## src/rtl/dest_data_mux.sv

```systemverilog
// Steers AXI4-Stream beats from one source to one of N_DESTS destinations, following a
// sequence of (pid, beat count, dest) entries; generates tlast and tags beats with the pid.
module dest_data_mux #(
    parameter int unsigned DATA_BITS = 512,
    parameter int unsigned N_DESTS   = 2,
    parameter int unsigned PID_BITS  = 6,
    parameter int unsigned LEN_BITS  = 28,
    parameter int unsigned DEST_BITS = 4
) (
    input  logic                            aclk,
    input  logic                            aresetn,
    input  logic                            mux_valid,
    output logic                            mux_ready,
    input  logic [PID_BITS-1:0]             mux_pid,
    input  logic [LEN_BITS-1:0]             mux_len,
    input  logic [DEST_BITS-1:0]            mux_dest,
    input  logic                            s_tvalid,
    output logic                            s_tready,
    input  logic [DATA_BITS-1:0]            s_tdata,
    input  logic [DATA_BITS/8-1:0]          s_tkeep,
    input  logic                            s_tlast,
    output logic [N_DESTS-1:0]              m_tvalid,
    input  logic [N_DESTS-1:0]              m_tready,
    output logic [N_DESTS*DATA_BITS-1:0]    m_tdata,
    output logic [N_DESTS*DATA_BITS/8-1:0]  m_tkeep,
    output logic [N_DESTS-1:0]              m_tlast,
    output logic [N_DESTS*PID_BITS-1:0]     m_tid,
    output logic                            err_last,
    output logic                            err_dest
);

    typedef enum logic [0:0] {StIdle, StXfer} state_e;

    state_e               st_q, st_d;
    logic [DEST_BITS-1:0] cur_dest_q, cur_dest_d;
    logic [PID_BITS-1:0]  cur_pid_q, cur_pid_d;
    logic [LEN_BITS-1:0]  cnt_q, cnt_d;
    logic                 err_last_q, err_last_d;
    logic                 err_dest_q, err_dest_d;

    logic [N_DESTS-1:0]   dest_sel;
    logic                 cur_ok;
    logic                 new_ok;
    logic                 cnt_zero;
    logic                 beat;
    logic                 final_beat;
    logic                 accept;

    function automatic logic dest_in_range(input logic [DEST_BITS-1:0] d);
        return {1'b0, d} < (DEST_BITS + 1)'(N_DESTS);
    endfunction

    always_ff @(posedge aclk or negedge aresetn) begin
        if (!aresetn) begin
            st_q       <= StIdle;
            cur_dest_q <= '0;
            cur_pid_q  <= '0;
            cnt_q      <= '0;
            err_last_q <= 1'b0;
            err_dest_q <= 1'b0;
        end else begin
            st_q       <= st_d;
            cur_dest_q <= cur_dest_d;
            cur_pid_q  <= cur_pid_d;
            cnt_q      <= cnt_d;
            err_last_q <= err_last_d;
            err_dest_q <= err_dest_d;
        end
    end

    // Handshake decode shared by next-state and output logic. An out-of-range dest leaves
    // dest_sel all-zero, which makes the block drain beats with no m_tvalid.
    always_comb begin
        dest_sel = '0;
        for (int i = 0; i < N_DESTS; i++) begin
            dest_sel[i] = (cur_dest_q == DEST_BITS'(i));
        end
        cur_ok     = dest_in_range(cur_dest_q);
        new_ok     = dest_in_range(mux_dest);
        cnt_zero   = (cnt_q == '0);
        s_tready   = (st_q == StXfer) && (cur_ok ? |(dest_sel & m_tready) : 1'b1);
        beat       = s_tvalid && s_tready;
        final_beat = beat && cnt_zero;
        mux_ready  = aresetn && ((st_q == StIdle) || final_beat);
        accept     = mux_valid && mux_ready;
    end

    always_comb begin
        st_d       = st_q;
        cur_dest_d = cur_dest_q;
        cur_pid_d  = cur_pid_q;
        cnt_d      = cnt_q;
        err_last_d = err_last_q;
        err_dest_d = err_dest_q;

        if (beat && (s_tlast != cnt_zero)) begin
            err_last_d = 1'b1;
        end

        if (accept) begin
            // Next entry is taken on the final beat itself so back-to-back transfers have no gap.
            st_d       = StXfer;
            cur_dest_d = mux_dest;
            cur_pid_d  = mux_pid;
            cnt_d      = mux_len;
            if (!new_ok) begin
                err_dest_d = 1'b1;
            end
        end else if (final_beat) begin
            st_d = StIdle;
        end else if (beat) begin
            cnt_d = cnt_q - 1'b1;
        end
    end

    always_comb begin
        m_tvalid = '0;
        m_tlast  = '0;
        if (st_q == StXfer) begin
            m_tvalid = dest_sel & {N_DESTS{s_tvalid}};
            m_tlast  = dest_sel & {N_DESTS{cnt_zero}};
        end
        m_tdata  = {N_DESTS{s_tdata}};
        m_tkeep  = {N_DESTS{s_tkeep}};
        m_tid    = {N_DESTS{cur_pid_q}};
        err_last = err_last_q;
        err_dest = err_dest_q;
    end

endmodule
```

## config.mk

```make
export PLATFORM = sky130hd
export DESIGN_NAME = dest_data_mux
export DESIGN_NICKNAME = d
export VERILOG_FILES = /design/src/rtl/dest_data_mux.sv
export SDC_FILE = /design/constraint.sdc
export NUM_CORES = 1
export LEC_CHECK = 0
export BUFFER_PORTS_ARGS = -buffer_cell sky130_fd_sc_hd__buf_2
export CORE_AREA = 2 2 704 706
export CTS_BUF_LIST = sky130_fd_sc_hd__clkbuf_4 sky130_fd_sc_hd__clkbuf_8 sky130_fd_sc_hd__clkbuf_16
export DETAILED_ROUTE_END_ITERATION = 10
export DIE_AREA = 0 0 706 708
export HOLD_SLACK_MARGIN = 0.15
export PLACE_DENSITY = 0.3
export RECOVER_POWER = 100
export SYNTH_ARGS = -nofsm -noshare
export SYNTH_HDL_FRONTEND = slang
export SYNTH_SLANG_ARGS = --single-unit
```

## constraint.sdc

```tcl
create_clock -name aclk -period 2.45 [get_ports aclk]
set_clock_uncertainty 0.05 [all_clocks]
set_input_delay 0.245 -clock aclk [delete_from_list [all_inputs] [get_ports aclk]]
set_output_delay 0.245 -clock aclk [all_outputs]
set_load 0.02 [all_outputs]
```

Word-level counts from Yosys, hierarchy flattened --
Index checks and enable logic that the tools add are counted.
Word-level totals: logic and storage cells 39, register bits after elaboration 41, output and inout port bits 1172
Operators by class: eq/ne operators 3, reduce and logical (&&, ||, !) cells 14, $add $sub $neg 1, mux-type cells 8, bitwise operators 5, $lt $le $gt $ge 2
Operators with widths (number):
- $mux 28 | 3
- $logic_not 28->1 | 1
- $sub 28x1->28 const B | 1
- $lt 4x2->1 const B | 2
- $and 2x2->2 | 3
- $logic_and 1x1->1 | 6
- $eq 4x1->1 const B | 1
- $logic_not 4->1 | 1
- $mux 2 | 2
- $reduce_and 2->1 | 2
- $reduce_bool 2->1 | 2
- $mux 1 | 3
- $ne 2x1->1 const B | 1
- $not 1->1 | 2
- $reduce_or 2->1 | 1
- $logic_or 1x1->1 | 1
- $ne 1x1->1 | 1

Longest topological paths before layout --
depth after elaboration 12, gate-level depth with buffers 10, gate-level depth less buffers 8

Worst setup path after synthesis --
OpenSTA, ideal clock, no wires.
path type flip-flop to output port, start point register cnt_q[0], end point output m_tlast[0], cell stages (with the launch flop) 8, path slack 0.088 ns, path buffers 1, required time 2.155 ns, arrival time 2.067 ns, path through dfrtp_1 -> inv_1 -> ha_1 -> nor4b_1 -> and4_1 -> nand3_1 -> clkbuf_1 -> nor3_1
Between the ends: longest elaborated chain between the ends 3
RTL lines:
- from (decl) | line 37 | logic [LEN_BITS-1:0] cnt_q, cnt_d;
- from (signal assigned) | line 65 | cnt_q <= cnt_d;
- $logic_not 28->1 | line 80 | cnt_zero = (cnt_q == '0);
- $and 2x2->2 | line 121 | m_tlast = dest_sel & {N_DESTS{cnt_zero}};
- $mux 2 | line 119 | if (st_q == StXfer) begin
- to (decl) | line 26 | output logic [N_DESTS-1:0] m_tlast,
Every way passes these cells.

Worst setup path after layout --
start point register cnt_q[1], end point output mux_ready
Between the ends: longest elaborated chain between the ends 4
RTL lines:
- $logic_not 28->1 | line 80
- $logic_and 1x1->1 | line 83 | final_beat = beat && cnt_zero;
- $logic_or 1x1->1 | line 84 | mux_ready = aresetn && ((st_q == StIdle) || final_beat);
- $logic_and 1x1->1 | line 84
- to (decl) | line 13 | output logic mux_ready,
Every way passes these cells.

==> run summary <==
The origin of the critical flop-to-flop path is cnt_q[1]$_DFFE_PN0P_. Ranked by total cell area, the synthesized netlist is headed by sky130_fd_sc_hd__buf_4 79%, sky130_fd_sc_hd__dfrtp_1 9.3%, sky130_fd_sc_hd__nand2_1 2.2%. The final count of pins violating max slew came out at 0. The area of the mapped netlist came out at between 0.01 and 0.015 mm^2. The pin count of the biggest net entering global routing came out at 27. The ratio of cells with drive above 1 in the final layout is ~47%.

Setup repair after global routing could not meet its margin everywhere. The flow ran to the end, but the final reports show violations. The H-tree was split into 2 levels.

The count of flip-flops with a built-in enable after synthesis came out at 0. The count of cell types in the netlist came out at 52. The biggest area contributor in the post-synthesis netlist is sky130_fd_sc_hd__buf_4. The mean post-synth cell area came out at a little under 8 um^2. The leakage power total is 0.00200 uW. In this run the register-to-register setup slack is 0.03 ns. The critical path depth in cells is 8. The clock latency on the worst-skew pair came out at roughly 0.31 ns. The areal power density over the cells came out at 260 mW/mm^2.

The total detailed-routing wirelength is roughly 270000 um. The number of non-filler instances in the completed layout came out at slightly below 7000. The number of global-route vias before repair came to between 5000 and 6000. The slowest stage of the critical path belongs to the cell sky130_fd_sc_hd__dfrtp_1. Once routing completed, OpenROAD measured the worst setup slack at -0.0446 ns. The first TritonRoute pass finished after 7 iterations. The maximum cell stage delay along the critical path came out at slightly below 0.4 ns. For the pin with the worst max-slew slack, the measured transition is 0.567 ns. VDD sags by at most about 250 uV.

The routed via count divided by cell count is between 0.8 and 0.9. The final global-route overflow total is 0. The most common flop cell mapped by yosys is sky130_fd_sc_hd__dfrtp_1. The synthesized design contains 41 register bits.

The final weighted congestion in routability-driven placement is about 0.73. Counting the buffers created by CTS gives 5. The category of the worst setup path capture point is an output pin. The overall routing resource usage came out at 10.3%. Measured against its own limit, the worst slew margin works out to just over 60%. The clock-pin slew on the worst setup and hold paths is ~0.070 ns.

The final count of negative-setup-slack endpoints is 1. The number of synthesis warnings came out at 0. The checks that failed: setup timing. The worst register-to-register path ends at cnt_q[11]$_DFFE_PN0P_.

The endpoint arrival time on the critical path is about 2.2 ns. The number of instances in the placed design is roughly 7000. The min-delay analysis places its worst path in the category input pin to flip-flop. For this design the top-level I/O count stands at about 1800.

The shortest period the worst path allows is approximately 2.5 ns. The floorplan die height is 708 um. STA classifies the critical path startpoint as a flip-flop. The width of the die is 706 um.

The number of buffers and inverters on the critical path is 3. The type of the setup path with the least slack is flip-flop to output pin. The number of max-cap violations is 0. The endpoint of the worst hold path is cnt_q[24]$_DFFE_PN0P_. The number of cell instances on the worst register-to-register path came out at 11. The fraction of the cycle the final worst path needs came out at 102%.

The share of synthesized registers carrying an async set or reset came out at 100%. The first routing iteration left 564 violations. The final net count is roughly 1100. The standard-cell row count is approximately 260. The initial core utilization came out at 2.25%. The count of buffers from port buffering is 64.

STA puts the critical path data required time at around 2.2 ns. In this run the worst path has a maximum fanout of 3. In this run the most critical hold path is launched from mux_len[24]. The count of nets left with antenna violations once routing finished came out at 0. Counting the fill cells in the layout gives between 50000 and 60000. The synthesized netlist cell count is 1434. The sequential fraction of the synthesis area came out at between 9 and 10%. After legalization and detailed placement, the total HPWL measured approximately 260000 um. The final routed DRC violation total is 0. The largest buffer count on any clock path is 2. The library cell used as clock root buffer is sky130_fd_sc_hd__clkbuf_16.

The total area inside the core boundary comes to 0.492 mm^2. The CTS tree is yes. The count of endpoints failing hold in the final timing report is 0. The global-route wire length before repair is approximately 280000 um. The area of the die is approximately 0.50 mm^2.

The number of instances on the worst hold path is 3. Static timing analysis puts the maximum clock frequency at between 0.4 and 0.5 GHz. The hold slack is ~0.15 ns.

The share of synthesized area in the top cell type comes to approximately 79%. The synthesized net count is 2057. Among cell families on the critical path, the largest total delay comes from simple AND/OR/NAND/NOR gates. Walking the worst path, the cells encountered are inv_2, ha_4, nor4b_4, nand4_1, buf_6, o41ai_4, and2_4, buf_8. In the final routed layout, each cell accounts on average for about 39 um. The number of antenna violations at the first check in global routing came out at 21. The clock drives 41 sinks. The area growth from synthesis to layout came out at 10.9%. The via total after detailed routing is 5889.
[layout make-up]
| type | count | area [um^2] | share of cell area, % |
|---|---|---|---|
| Sequential cell | 41 | 1030 | 8.37 |
| Inverter | 5 | 18.8 | 0.153 |
| Tap cell | 6500 | 8130 | 66.3 |
| Timing Repair Buffer | 180 | 1390 | 11.3 |
| Clock buffer | 5 | 125 | 1.02 |
| Multi-Input combinational cell | 219 | 1470 | 12.0 |
| Clock inverter | 3 | 68.8 | 0.561 |
| Antenna cell | 12 | 30.0 | 0.245 |
[worst min-delay path, cell delays in order]
cell                      delay (ns)
sky130_fd_sc_hd__buf_2          0.09
sky130_fd_sc_hd__a32oi_1        0.05
sky130_fd_sc_hd__nand3_1        0.06
[cells in the final DEF, fill, tap and decap left out, types with 3 or more instances in the layout]
master,Yosys,layout
sky130_fd_sc_hd__nand2_1,64,48
sky130_fd_sc_hd__buf_4,1160,76
sky130_fd_sc_hd__clkbuf_16,0,8
sky130_fd_sc_hd__a32oi_1,4,3
sky130_fd_sc_hd__nand4_1,5,5
sky130_fd_sc_hd__nor2_1,13,11
sky130_fd_sc_hd__o21ai_0,10,5
sky130_fd_sc_hd__nand2_4,0,4
sky130_fd_sc_hd__nor4_1,8,7
sky130_fd_sc_hd__nor3_1,11,9
sky130_fd_sc_hd__nand2_2,0,12
sky130_fd_sc_hd__a221o_1,3,3
sky130_fd_sc_hd__a21o_1,3,3
sky130_fd_sc_hd__buf_6,1,13
sky130_fd_sc_hd__or3_1,3,3
sky130_fd_sc_hd__a21oi_2,0,3
sky130_fd_sc_hd__diode_2,0,12
sky130_fd_sc_hd__o21ai_1,1,6
sky130_fd_sc_hd__dlygate4sd3_1,0,23
sky130_fd_sc_hd__o211ai_1,11,11
sky130_fd_sc_hd__inv_1,5,3
sky130_fd_sc_hd__nand3_1,30,26
sky130_fd_sc_hd__buf_2,2,62
sky130_fd_sc_hd__a21oi_1,11,8
sky130_fd_sc_hd__dfrtp_1,41,41
sky130_fd_sc_hd__nand3_2,0,4
[how the worst max path moves through the flow]
stage                    startpoint               endpoint  slack (ns)
2_1_floorplan  cnt_q[0]$_DFFE_PN0P_             m_tlast[0]        0.09
3_3_place_gp   cnt_q[0]$_DFFE_PN0P_  cnt_q[23]$_DFFE_PN0P_       -0.14
3_5_place_dp   cnt_q[0]$_DFFE_PN0P_  cnt_q[23]$_DFFE_PN0P_       -0.17
4_1_cts        cnt_q[1]$_DFFE_PN0P_              mux_ready       -0.03
5_1_grt        cnt_q[1]$_DFFE_PN0P_              mux_ready       -0.15
6_report       cnt_q[1]$_DFFE_PN0P_              mux_ready       -0.04
[metrics by stage]
stage	area, um^2	power [uW]	setup WS, ns	setup TNS (ns)	utilization, %
finish	12300	3190	-0.0446	-0.0446	2.49
global route	12200	3360	-0.151	-2.61	2.48
floorplan	11100	4170	0.0884	0	-
detailed placement	11300	2040	-0.172	-0.520	2.30
global placement	11300	2060	-0.140	-0.387	2.30
CTS	11900	3100	-0.0331	-0.0331	2.41
[logic make-up (layout without fill, tap and decap cells)]
family	count (synthesis)	count (layout)	synth area share, %
fa+ha+maj	2	2	0.226
mux	1	1	0.0906
other cells	0	12	0
xor+xnor	3	3	0.238
flops	41	41	9.28
compound gates	58	58	3.77
buf+inv	1174	193	79.6
simple gates	155	155	6.84
[cells in the mapped netlist, drive strengths merged, types with 3 or more instances]
library cell and number:
or3 3, a21oi 11, nor4 8, a221o 3
o21ai 11, o211ai 11, nand2 64, a21o 3
a32oi 4, dfrtp 41, or4 4, and2 4
buf 1165, nand3 30, nand4 5, nor3 11
clkbuf 4, inv 5, nor2 14
[flip-flops by register name, indices dropped and copies added (netlist names)]
| name | flops |
|---|---|
| cur_pid_q | 6 |
| cur_dest_q | 4 |
| cnt_q | 28 |
| err_dest | 1 |
| st_q | 1 |
| err_last | 1 |
[report_power, final]
part | switching, uW | leakage (uW) | internal [uW] | total, uW
registers | 153 | 0.000501 | 838 | 991
logic | 664 | 0.00140 | 610 | 1270
clock network | 336 | 0.0000945 | 589 | 925
total | 1150 | 0.00200 | 2040 | 3190
[layer usage]
metal / routed length, um / track usage (%) / vias up / part of all wire [%]
li1: - / - / 1382 / -
met1: 27000 / 2.72 / 2099 / 10
met2: 115000 / 15.6 / 1987 / 43
met3: 112000 / 20.6 / 393 / 41
met4: 13900 / 4.36 / 28 / 5.2
met5: 2220 / 3.22 / - / 0.82
[what timing repair did]
action | 4_1_cts | 5_1_grt
pin swaps | 4 | 16
endpoints found under the setup margin | 10 | 25
hold buffers | 21 | 2
setup buffers | 8 | 6
gates cloned | 0 | 4
hold endpoints to repair | 61 | 2
gates resized for setup | 22 | 60
No activity file was read; power rests on OpenSTA's default activity.
